===== config.mk =====
export PLATFORM = sky130hd
export DESIGN_NAME = mem_access_unit
export DESIGN_NICKNAME = d
export VERILOG_FILES = /design/src/rtl/mem_access_unit.sv
export SDC_FILE = /design/constraint.sdc
export NUM_CORES = 1
export LEC_CHECK = 0
export BUFFER_PORTS_ARGS = -buffer_cell sky130_fd_sc_hd__buf_4
export CORE_MARGIN = 3
export CORE_UTILIZATION = 50
export DETAILED_ROUTE_END_ITERATION = 6
export PLACE_DENSITY = 0.83
export SETUP_SLACK_MARGIN = 0.1
export SYNTH_ARGS = -nofsm -noshare
export SYNTH_HDL_FRONTEND = slang
export SYNTH_SLANG_ARGS = --single-unit

===== constraint.sdc =====
create_clock -name clk_i -period 5 [get_ports clk_i]
set_input_delay 1 -clock clk_i [delete_from_list [all_inputs] [get_ports clk_i]]
set_output_delay 1 -clock clk_i [all_outputs]
set_load 0.02 [all_outputs]

===== src/rtl/mem_access_unit.sv =====
// MEM-stage data-memory access unit: req/ack bus sequencing, store lane steering and load extension.
// Optional misaligned-access trap is enabled by defining MEM_MISALIGN_TRAP_EN.
module mem_access_unit #(
  parameter int TIMEOUT = 15,
  parameter int CNT_W   = 4
) (
  input  logic        clk_i,
  input  logic        start_i,
  input  logic        MemRead_i,
  input  logic        MemWrite_i,
  input  logic [31:0] addr_i,
  input  logic [31:0] wdata_i,
  input  logic [2:0]  funct3_i,
  output logic [31:0] rdata_o,
  output logic        stall_o,
  output logic        err_o,
  output logic        misalign_o,
  output logic        mem_req_o,
  output logic        mem_we_o,
  output logic [31:0] mem_addr_o,
  output logic [3:0]  mem_be_o,
  output logic [31:0] mem_wdata_o,
  input  logic [31:0] mem_rdata_i,
  input  logic        mem_ack_i
);

  typedef enum logic [1:0] {S_IDLE = 2'd0, S_WAIT = 2'd1, S_DONE = 2'd2} state_e;

  localparam logic [CNT_W-1:0] TO_LAST = CNT_W'(TIMEOUT - 1);

  state_e            state_q, state_d;
  logic [CNT_W-1:0]  cnt_q, cnt_d;
  logic              req_q, req_d, we_q, we_d, err_q, err_d, mis_q, mis_d, ld_q, ld_d;
  logic [31:0]       addr_q, addr_d, wdata_q, wdata_d, rdata_q, rdata_d;
  logic [3:0]        be_q, be_d;
  logic [2:0]        f3_q, f3_d;
  logic [1:0]        lane_q, lane_d;
  logic [3:0]        st_be_s;
  logic [31:0]       st_wdata_s;
  logic              stall_s, trap_s;

  // Byte/halfword selected by the captured lane, then sign/zero-extended; unknown sizes pass as word.
  function automatic logic [31:0] fmt_load(input logic [2:0] f3, input logic [1:0] a,
                                           input logic [31:0] d);
    logic [7:0]  b;
    logic [15:0] h;
    logic [31:0] r;
    case (a)
      2'd0:    b = d[7:0];
      2'd1:    b = d[15:8];
      2'd2:    b = d[23:16];
      default: b = d[31:24];
    endcase
    h = a[1] ? d[31:16] : d[15:0];
    case (f3)
      3'b000:  r = {{24{b[7]}}, b};
      3'b100:  r = {24'h000000, b};
      3'b001:  r = {{16{h[15]}}, h};
      3'b101:  r = {16'h0000, h};
      default: r = d;
    endcase
    return r;
  endfunction

`ifdef MEM_MISALIGN_TRAP_EN
  function automatic logic misaligned(input logic [2:0] f3, input logic [1:0] a);
    logic m;
    case (f3[1:0])
      2'b00:   m = 1'b0;
      2'b01:   m = a[0];
      default: m = (a != 2'b00);
    endcase
    return m;
  endfunction
`endif

  // Store lane steering and misalignment detection for the request presented in IDLE.
  always_comb begin
    st_be_s    = 4'b1111;
    st_wdata_s = wdata_i;
    case (funct3_i[1:0])
      2'b00: begin
        st_be_s    = 4'b0001 << addr_i[1:0];
        st_wdata_s = {4{wdata_i[7:0]}};
      end
      2'b01: begin
        st_be_s    = 4'b0011 << {addr_i[1], 1'b0};
        st_wdata_s = {2{wdata_i[15:0]}};
      end
      default: begin
        st_be_s    = 4'b1111;
        st_wdata_s = wdata_i;
      end
    endcase
`ifdef MEM_MISALIGN_TRAP_EN
    trap_s = misaligned(funct3_i, addr_i[1:0]);
`else
    trap_s = 1'b0;
`endif
  end

  // Next-state logic of the access sequencer.
  always_comb begin
    state_d = state_q;
    cnt_d   = cnt_q;
    req_d   = req_q;
    we_d    = we_q;
    addr_d  = addr_q;
    be_d    = be_q;
    wdata_d = wdata_q;
    rdata_d = rdata_q;
    ld_d    = ld_q;
    f3_d    = f3_q;
    lane_d  = lane_q;
    err_d   = 1'b0;
    mis_d   = 1'b0;
    stall_s = 1'b0;
    case (state_q)
      S_IDLE: begin
        if (MemRead_i || MemWrite_i) begin
          stall_s = 1'b1;
          ld_d    = MemRead_i;
          f3_d    = funct3_i;
          lane_d  = addr_i[1:0];
          if (trap_s) begin
            mis_d   = 1'b1;
            rdata_d = 32'h0000_0000;
            state_d = S_DONE;
          end else begin
            req_d   = 1'b1;
            we_d    = ~MemRead_i;
            addr_d  = {addr_i[31:2], 2'b00};
            be_d    = MemRead_i ? 4'b1111 : st_be_s;
            wdata_d = st_wdata_s;
            state_d = S_WAIT;
          end
        end else begin
          stall_s = 1'b0;
        end
      end
      S_WAIT: begin
        stall_s = 1'b1;
        if (mem_ack_i) begin
          req_d   = 1'b0;
          state_d = S_DONE;
          if (ld_q) begin
            rdata_d = fmt_load(f3_q, lane_q, mem_rdata_i);
          end else begin
            rdata_d = rdata_q;
          end
        end else if (cnt_q == TO_LAST) begin
          req_d   = 1'b0;
          rdata_d = 32'h0000_0000;
          err_d   = 1'b1;
          cnt_d   = cnt_q + CNT_W'(1);
          state_d = S_DONE;
        end else begin
          cnt_d = cnt_q + CNT_W'(1);
        end
      end
      S_DONE: begin
        cnt_d   = '0;
        state_d = S_IDLE;
      end
      default: begin
        state_d = S_IDLE;
      end
    endcase
  end

  // State and registered-output flops; reset abandons any in-flight access.
  always_ff @(posedge clk_i or negedge start_i) begin
    if (!start_i) begin
      state_q <= S_IDLE;
      cnt_q   <= '0;
      req_q   <= 1'b0;
      we_q    <= 1'b0;
      addr_q  <= 32'h0000_0000;
      be_q    <= 4'b0000;
      wdata_q <= 32'h0000_0000;
      rdata_q <= 32'h0000_0000;
      ld_q    <= 1'b0;
      f3_q    <= 3'b000;
      lane_q  <= 2'b00;
      err_q   <= 1'b0;
      mis_q   <= 1'b0;
    end else begin
      state_q <= state_d;
      cnt_q   <= cnt_d;
      req_q   <= req_d;
      we_q    <= we_d;
      addr_q  <= addr_d;
      be_q    <= be_d;
      wdata_q <= wdata_d;
      rdata_q <= rdata_d;
      ld_q    <= ld_d;
      f3_q    <= f3_d;
      lane_q  <= lane_d;
      err_q   <= err_d;
      mis_q   <= mis_d;
    end
  end

  assign stall_o     = stall_s;
  assign rdata_o     = rdata_q;
  assign err_o       = err_q;
  assign misalign_o  = mis_q;
  assign mem_req_o   = req_q;
  assign mem_we_o    = we_q;
  assign mem_addr_o  = addr_q;
  assign mem_be_o    = be_q;
  assign mem_wdata_o = wdata_q;

endmodule


==> Word level (Yosys, flattened, before mapping) <==
Cells that the tools add are included.
{ "totals": {"register_bits": 113, "wordCells": 66, "out_inout_bits": 105, "in_bits": 104} }
{ "op_classes": {"addsub": 1, "n_reduce_logical": 13, "shifts": 2, "n_eq_ne": 13, "n_bitwise": 1, "n_mux": 24} }
{ "op_table": {"columns": ["op", "count"], "rows": [
  ["case mux 32 bit (4 select lines)", 1],
  ["two-way mux 32 bit", 3],
  ["case mux 32 bit (2 select lines)", 1],
  ["case mux 8 bit (3 select lines)", 1],
  ["two-way mux 16 bit", 1],
  ["case mux 4 bit (2 select lines)", 2],
  ["two-way mux 4 bit", 2],
  ["two-way mux 1 bit", 7],
  ["equality test 2 x 1 -> 1 bit (second input constant)", 3],
  ["equality test 3 bit (second input constant)", 2],
  ["zero test 2 bit", 3],
  ["two-way mux 2 bit", 3],
  ["AND reduction 2 bit", 3],
  ["AND reduction 3 bit", 2],
  ["nonzero test 2 bit", 3],
  ["adder 4 x 1 -> 4 bit (second input constant)", 1],
  ["equality test 2 bit (second input constant)", 2],
  ["equality test 4 bit (second input constant)", 1],
  ["inequality test 2 bit (second input constant)", 2],
  ["case mux 1 bit (2 select lines)", 2],
  ["case mux 2 bit (2 select lines)", 1],
  ["left shift 1 x 2 -> 4 bit (first input constant)", 1],
  ["left shift 2 x 2 -> 4 bit (first input constant)", 1],
  ["equality test 3 x 1 -> 1 bit (second input constant)", 1],
  ["5 further kinds", 5]
]} }

==> Longest topological paths before layout <==
Gate-level depths: netlist (run 1).
{ "depth": {"ltp_word": 5, "depth_mapped": 7, "depth_no_buf": 6} }

==> Worst setup path after synthesis (run 1) <==
Ideal clock, no wire load.
{ "synth_path": {"kind": "input to output", "from": "input MemWrite_i", "to": "output stall_o", "slack_ns": 2.593, "n_path_buf": 0, "stages": 2, "required_ns": 4.000, "arrival_ns": 1.407, "cell_sequence": "nor2_1 -> a21oi_1"} }
{ "synth_via": {"elab_chain_len": 3} }
{ "synth_lines": {"columns": ["element", "line_no", "source"], "rows": [
  ["from (decl)", "10", "input logic MemWrite_i,"],
  ["logical OR 1 bit", "120", "if (MemRead_i || MemWrite_i) begin"],
  ["two-way mux 1 bit", "120", null],
  ["case mux 1 bit (2 select lines)", "118", "case (state_q)"],
  ["to (decl)", "15", "output logic stall_o,"]
]} }
Every way passes these cells.

==> Final worst setup path (run 1) <==
{ "layout_path": {"from": "input MemRead_i", "to": "output stall_o"} }
{ "layout_via": {"elab_chain_len": 3} }
{ "layout_lines": {"columns": ["element", "line_no", "source"], "rows": [
  ["from (decl)", "9", "input logic MemRead_i,"],
  ["logical OR 1 bit", "120", null],
  ["two-way mux 1 bit", "120", null],
  ["case mux 1 bit (2 select lines)", "118", null]
]} }
Every way passes these cells.

==> results of run 1 <==
==> worst max-delay path, stage by stage <==
cell and delay [ns]:
buf_4 0.12, nor2_1 0.17, a21oi_1 0.10, buf_4 0.18
==> logic make-up after synthesis <==
| logic type | after synthesis | synth area share, % |
|---|---|---|
| AO/OA/AOI/OAI | 117 | 15.3 |
| adder cells (fa/ha/maj) | 2 | 0.490 |
| buffers and inverters | 45 | 3.94 |
| flip-flops | 113 | 55.3 |
| multiplexers | 34 | 6.91 |
| other | 1 | 0.0734 |
| AND/OR/NAND/NOR | 216 | 17.9 |
==> flip-flops by register name, summed over array words and instances, names as in the netlist, 2 cells and up <==
register	cells
cnt_q	4
f3_q	3
lane_q	2
mem_addr_o	30
mem_be_o	4
mem_wdata_o	32
rdata_o	32
state_q	2
==> per-layer routing <==
metal	vias to the layer above	share of wire, %	global-route usage, %
li1	2201	-	-
met1	2242	40	32.4
met2	206	49	41.9
met3	15	9.6	8.37
met4	0	1.2	9.13
met5	-	0	0
==> final cells by class <==
class | count | area, um^2 | share of cell area, %
Sequential cell | 113 | 2830 | 38.9
Timing Repair Buffer | 208 | 1560 | 21.5
Clock buffer | 20 | 455 | 6.27
Multi-Input combinational cell | 372 | 2090 | 28.8
Clock inverter | 12 | 134 | 1.84
Inverter | 6 | 22.5 | 0.310
Tap cell | 133 | 166 | 2.29
==> report_power, final <==
group	internal, W	total, W	switching [W]
registers	0.00134	0.00168	0.000342
clock network	0.000747	0.00117	0.000421
logic	0.000898	0.00210	0.00121
total	0.00298	0.00495	0.00197
==> worst paths after layout <==
path / slack (ns) / end / depth (start not counted)
max: 2.43 / stall_o / 4
min: 0.48 / mem_addr_o[4] / 2
max reg2reg: 2.65 / rdata_o[16] / 4
min reg2reg: 0.48 / mem_addr_o[4] / 2
max in group asynchronous: 3.28 / mem_addr_o[8] / 2
min in group asynchronous: 0.60 / rdata_o[17] / 1
==> cell usage in the layout (no fill, tap or decap), types with 3 or more instances in the layout <==
| cell type | n |
|---|---|
| clkinvlp_4 | 5 |
| conb_1 | 3 |
| clkbuf_8 | 4 |
| buf_4 | 208 |
| a21oi_1 | 29 |
| nor3_1 | 4 |
| clkbuf_16 | 16 |
| clkinv_4 | 3 |
| a22o_1 | 6 |
| nor2b_1 | 7 |
| o22ai_1 | 8 |
| a211oi_1 | 5 |
| nand2b_1 | 6 |
| o21ai_0 | 36 |
| mux2i_1 | 33 |
| nor2_1 | 24 |
| nand2_1 | 160 |
| a221o_1 | 22 |
| a32o_1 | 3 |
| nand3_1 | 3 |
| dfrtp_1 | 113 |
| inv_1 | 6 |
==> through the flow <==
step / cell area (um^2) / total power, W / instances / hold slack (ns) / setup slack (ns)
final: 7260 / 0.00495 / 864 / 0.475 / 2.43
after global routing: 7260 / 0.00526 / 864 / 0.493 / 2.38
after CTS: 7260 / 0.00499 / 864 / 0.478 / 2.43
after detailed placement: 6670 / 0.00380 / 832 / 0.463 / 2.14
after global placement: 6670 / 0.00372 / 832 / 0.460 / 2.21
after floorplan: 5120 / 0.00287 / 530 / 0.469 / 2.59
==> impl_metrics.ini, run 1 <==
[final_layout]
drive_gt1_share_pct = 34.1
final_util_pct = 73.6
synthToLayoutAreaGrowth_pct = 42.1
fin_nets = 824
antennaDiodeCount = 0
fillers = 711

[setup_path]
crit_fanout = 4
cp.required_ns = 4.00
arrival_ns = 1.57
crit_type = in2out
end_kind = output pin
critPathLaunchType = input port
setup.worst_path.start = MemRead_i
rr_startpoint = lane_q[1]

[synthesis]
yosysSeqAreaShare_pct = 55.3
async_flop_share_pct = 100
yosysMostFrequentCell = nand2_1
synth_area_leader_cell = dfrtp_1
ys.flop_type = dfrtp_1
ys_top_cells_by_area = dfrtp_1, nand2_1, mux2i_1
synth-edff-count = 0
synth.distinct_cells = 40
syn_area_um2 = 5110
synthCells = 528
ys_ff_latch = 113
synth_area_per_cell_um2 = 9.68
netlist_top_cells_count = nand2_1, dfrtp_1, o21ai_0, mux2i_1, a21oi_1
yosysWarningCount = 0
yosys.area.top_type_share_pct = 55.3

[floorplan]
start_util_pct = 51.8
die_w_um = 107
design.portCount = 209
core_area_um2 = 9860
fp-row-count = 36
dieArea_um2 = 11500
die_height_um = 107

[drt]
vias = 4664
wl_per_cell_um = 16.6
drt_first_pass_iters = 4
wirelength_um = 14400
ant_nets = 0
post-route-drc-count = 0
viasPerCell = 5.40
drtIter0Drc = 272

[placed_design]
place_congestion = 0.846
port_buffers = 205
dp_hpwl_um = 10600

[global_route]
gr-usage-all-layers_pct = 25.8
grt_max_degree = 73
grt_pass1_vias = 4605
antenna_found_initial = 0
gr-total-overflow = 0
grt_pass1_wl_um = 23000

[sta]
maxSlewHeadroom_pct = 21.2
finClkSkew_ns = 0.00718
fin_crit_ns = 2.57
fin_tns_setup_ns = 0
rsz0062_at_grt = no
tightest_slew_ns = 1.18
timing.fmax_mhz = 389
hold_viol = 0
slew_violations = 0
setup_viol = 0
timing.final.crit_share_pct = 51.4

[hold_path]
hold_start = mem_addr_o[4]
hold_class = reg2reg

[cts]
clock-root-buffer = clkbuf_8
cts_tree = yes
clk_pin_slew_worst_paths_ns = 0.06
clock_sinks = 113
ctsHtreeMaxLevel = 4
clk_path_buf_depth = 2
insertion_delay_ns = 0.51
cts_setup_buffers = 0
cts_hold_buffers = 0
cts-buffers-inserted = 17
cts_resized = 0

[pwr]
p_per_area_nw_per_um2 = 682
power.leakage_nw = 3.69
vdd_drop_max_mv = 0.388

[status]
status = finished, final reports clean

[run]
maxCapViolCount = 0
(Power assumes the default switching activity.)
==> run 2, diff against run 1 <==
Settings changed: CORE_UTILIZATION 50 to 44, PLACE_DENSITY 0.83 to 0.77.
Clock period 5 ns to 2.06 ns, I/O delays scaled along.
==> impl_metrics.ini, run 2 (synthesis gave the netlist of run 1 again) <==
[placed_design]
placedCellCount = 849
dpl-instance-area_um2 = 6780
pre_cts_slack_ns = 0.151
dp_hpwl_um = 10900
place_congestion = 0.854
port_buffers = 205

[setup_path]
rr_startpoint = cnt_q[0]
crit_fanout = 32
worstRegToRegCells = 6
crit_end = rdata_o[4]
arrival_ns = 2.13
cp.required_ns = 2.34
slowest_delay_ns = 0.43
critPathLaunchType = register
end_kind = register
crit_slowest_cell = dfrtp_1
setup.worst_path.start = cnt_q[0]
crit_type = reg2reg
rrSetupSlack_ns = 0.20
rr_endpoint = rdata_o[4]
worstPathCellList = inv_1, ha_1, nand3_1, o31a_1, buf_4, a221o_1

[sta]
timing.final.crit_share_pct = 90.2
slew_violations = 0
timing.fmax_mhz = 538
fin_tns_setup_ns = 0
rsz0062_at_grt = no
setup_viol = 0
tightest_slew_ns = 0.594
hold_ws_ns = 0.194
maxSlewHeadroom_pct = 60.3
setup_slack_ns = 0.202
fin_crit_ns = 1.86
finClkSkew_ns = 0.0101
hold_viol = 0

[floorplan]
fp-row-count = 38
core_area_um2 = 11100
die_height_um = 114
start_util_pct = 46.1
design.portCount = 209
die_w_um = 114
dieArea_um2 = 12900

[drt]
post-route-drc-count = 0
viasPerCell = 5.31
wirelength_um = 14700
drt_first_pass_iters = 5
ant_nets = 0
drtIter0Drc = 438
wl_per_cell_um = 16.7
vias = 4679

[final_layout]
fin_area_um2 = 7420
drive_gt1_share_pct = 34.4
layout_common_cells = buf_4, nand2_1, dfrtp_1
final_common_cell = buf_4
fin_nets = 836
instances_no_fill = 881
synthToLayoutAreaGrowth_pct = 45.2
antennaDiodeCount = 0
fillers = 889

[pwr]
power.leakage_nw = 3.78
p_per_area_nw_per_um2 = 1660
vdd_drop_max_mv = 0.860

[global_route]
grt_pass1_vias = 4843
grt_max_degree = 56
gr-total-overflow = 0
grt_pass1_wl_um = 23900
antenna_found_initial = 0
gr-usage-all-layers_pct = 23.5

[hold_path]
hold_class = in2reg

[cts]
cts-buffers-inserted = 17
clock_sinks = 113
clk_path_buf_depth = 2
clock-root-buffer = clkbuf_16
ctsHtreeMaxLevel = 4
insertion_delay_ns = 0.41
cts_tree = yes
clk_pin_slew_worst_paths_ns = 0.05

[run]
maxCapViolCount = 0

[status]
status = finished, final reports clean
## run 2: power breakdown
group / internal [W] / switching [W] / total (W) / leakage [nW]
combinational: 0.00229 / 0.00304 / 0.00533 / 2.08
clock: 0.00204 / 0.000952 / 0.00300 / 0.299
sequential: 0.00325 / 0.000744 / 0.00400 / 1.40
## run 2: what timing repair did
action | 4_1_cts | 5_1_grt
endpoints found under the hold margin | 10 | 0
hold buffers | 1 | 0
setup buffers | 0 | 1
endpoints found under the setup margin | 0 | 16
resized for setup | 0 | 0
## run 2: through the flow
step,utilization [%],total power (W)
4_1_cts,66.8,0.0124
5_1_grt,67.0,0.0131
3_5_place_dp,61.2,0.00937
2_1_floorplan,-,0.00698
6_report,67.0,0.0123
3_3_place_gp,61.2,0.00916
## run 2: area by class of cell
type | instances | area [um^2] | share of cell area, %
clock inverters | 5 | 100 | 1.35
clock buffers | 25 | 505 | 6.82
flip-flops and latches | 113 | 2830 | 38.1
multi-input cells | 372 | 2090 | 28.2
repair buffers | 220 | 1690 | 22.8
well taps | 140 | 175 | 2.36
inverters | 6 | 22.5 | 0.304
## run 2: worst min path at each step
| stage | from | slack [ns] | cells past startpoint | end |
|---|---|---|---|---|
| global route | addr_i[31] | 0.18 | 3 | mem_addr_o[31] |
| detailed placement | start_i | 0.42 | 1 | err_o |
| finish | addr_i[23] | 0.19 | 3 | mem_addr_o[23] |
| CTS | addr_i[23] | 0.18 | 3 | mem_addr_o[23] |
| global placement | start_i | 0.41 | 1 | cnt_q[3] |
| floorplan | start_i | 0.12 | 0 | cnt_q[0] |
## run 2: worst max-delay path: cells and delay by family (launching register included)
kind | cells | cell delay [ns]
compound gates | 2 | 0.67
flops | 1 | 0.43
simple gates | 1 | 0.15
buf+inv | 2 | 0.32
fa+ha+maj | 1 | 0.15
## run 2: per-layer routing
| metal | up-vias | global-route usage [%] | part of all wire (%) |
|---|---|---|---|
| met5 | - | 0 | 0 |
| met4 | 0 | 10.3 | 2.3 |
| met3 | 22 | 7.32 | 8.5 |
| met2 | 211 | 39.1 | 50 |
| met1 | 2228 | 28.0 | 39 |
| li1 | 2218 | - | - |
==> run 3, diff against run 2 <==
--- a/config.mk
+++ b/config.mk
@@ -9,5 +9,6 @@
 export CORE_MARGIN = 3
-export CORE_UTILIZATION = 44
+export CORE_UTILIZATION = 40
 export DETAILED_ROUTE_END_ITERATION = 6
-export PLACE_DENSITY = 0.77
+export PLACE_DENSITY = 0.71
+export RECOVER_POWER = 100
 export SETUP_SLACK_MARGIN = 0.1
==> constraint.sdc (replaced) <==
create_clock -name clk_i -period 2.06 [get_ports clk_i]
set_input_delay 0.206 -clock clk_i [delete_from_list [all_inputs] [get_ports clk_i]]
set_output_delay 0.206 -clock clk_i [all_outputs]
set_load 0.02 [all_outputs]
==> impl_metrics.ini, run 3 (synthesis gave the netlist of run 1 again) <==
[cts]
cts_tree = yes
ctsHtreeMaxLevel = 4
clk_pin_slew_worst_paths_ns = 0.05
clock_sinks = 113
clk_path_buf_depth = 2
clock-root-buffer = clkbuf_16
cts-buffers-inserted = 17
insertion_delay_ns = 0.41

[sta]
finClkSkew_ns = 0.00690
timing.final.crit_share_pct = 89.0
tightest_slew_ns = 1.44
fin_crit_ns = 1.83
hold_viol = 0
maxSlewHeadroom_pct = 3.70
setup_viol = 0
setup_slack_ns = 0.227
slew_violations = 0
timing.fmax_mhz = 546
rsz0062_at_grt = no
fin_tns_setup_ns = 0
hold_ws_ns = 0.0195

[final_layout]
final_common_cell = nand2_1
regArea_um2 = 2830
multi_input_area_um2 = 2090
synthToLayoutAreaGrowth_pct = 43.2
drive_gt1_share_pct = 19.6
antennaDiodeCount = 0
fin_area_um2 = 7320
layout_common_cells = nand2_1, dfrtp_1, buf_4
final_util_pct = 59.7
fin_nets = 865
fillers = 1147

[global_route]
gr-usage-all-layers_pct = 22.4
grt_pass1_vias = 4935
grt_max_degree = 114
antenna_found_initial = 0
gr-total-overflow = 0
grt_pass1_wl_um = 25300

[run]
maxCapViolCount = 0

[setup_path]
slowest_delay_ns = 0.43
crit_type = reg2reg
critPathLaunchType = register
crit_fanout = 32
worstPathCellList = inv_1, ha_1, nand3_1, o31a_1, buf_4, a221o_1
arrival_ns = 2.12
end_kind = register
path_buf_inv = 2
crit_slowest_cell = dfrtp_1
cp.required_ns = 2.35
critPathTopFamily = compound AO/OA/AOI/OAI gates

[floorplan]
die_height_um = 119
design.portCount = 209
core_area_um2 = 12300
start_util_pct = 41.7
fp-row-count = 40
dieArea_um2 = 14200
die_w_um = 119

[pwr]
p_clk_share_pct = 26.6
p_seq_share_pct = 34.0
combinationalPowerShare_pct = 39.4
internal_power_w = 0.00682
power.leakage_nw = 3.49
swShare_pct = 41.2
p_per_area_nw_per_um2 = 1580
vdd_drop_max_mv = 0.783
power.switching_w = 0.00477

[drt]
top_layer_used = met4
viasPerCell = 5.07
wl_per_cell_um = 16.6
ant_nets = 0
vias = 4767
drtIter0Drc = 373
dr_wl_met3_um = 1660
wirelength_met1_um = 6200
wirelength_um = 15600
dr_wl_met2_um = 7430
drt_first_pass_iters = 4
post-route-drc-count = 0

[placed_design]
place_congestion = 0.842
dpl-instance-area_um2 = 6820
port_buffers = 205
pre_cts_slack_ns = 0.258
dp_hpwl_um = 10900

[status]
status = finished, final reports clean

[hold_path]
hold_class = in2reg
[run 3: cell count changes in the layout (fill, tap and decap cells not counted), sizes merged]
cell	change
clkinv	+3
buf	-110
clkinvlp	+2
clkbuf	+104
dlygate4sd3	+31
bufinv	+1
[run 3: path summary, 6_finish.rpt]
kind,startpoint,to,slack (ns),cells past startpoint
worst min register to register,mem_addr_o[6],mem_addr_o[6],0.47,2
worst max-delay path,cnt_q[0],rdata_o[21],0.23,6
max in group asynchronous,start_i,rdata_o[19],0.35,3
worst min-delay path,wdata_i[0],mem_wdata_o[0],0.02,3
min in group asynchronous,start_i,rdata_o[18],0.72,3
worst max register to register,cnt_q[0],rdata_o[21],0.23,6
[run 3: per-stage QoR]
stage / cells / total power (W)
2_1_floorplan: 530 / 0.00698
3_3_place_gp: 876 / 0.00923
4_1_cts: 940 / 0.0126
3_5_place_dp: 876 / 0.00938
6_report: 940 / 0.0116
5_1_grt: 940 / 0.0124
[run 3: layout make-up]
cell class	count	area share, %
Clock buffer	21	6.29
Clock inverter	11	2.19
Inverter	6	0.308
Multi-Input combinational cell	372	28.5
Sequential cell	113	38.6
Tap cell	168	2.87
Timing Repair Buffer	249	21.2
[run 3: worst reg2reg max path, delay by kind of cell, from the launching register on]
family	cells	cell delay, ns
compound gates	2	0.67
fa+ha+maj	1	0.14
buf+inv	2	0.31
flops	1	0.43
simple gates	1	0.15
[run 3: metal layers]
layer | track usage [%] | vias to the layer above
met5 | 0 | -
met4 | 8.25 | 0
met3 | 9.16 | 32
met2 | 36.3 | 218
met1 | 26.8 | 2231
li1 | - | 2286
[run 3: repair_timing]
| action | in CTS | in global routing |
|---|---|---|
| gates resized for setup | 0 | 0 |
| setup buffers | 0 | 0 |
| hold buffers | 32 | 0 |
| hold endpoints to repair | 144 | 0 |
| endpoints found under the setup margin | 0 | 0 |
[run 3: power groups by stage]
stage               registers [W]  logic (W)  clock network, W
floorplan                 0.00495    0.00202                 0
finish                    0.00394    0.00457           0.00308
global placement          0.00395    0.00528                 0
CTS                       0.00397    0.00546           0.00312
detailed placement        0.00398    0.00540                 0
global route              0.00410    0.00503           0.00324
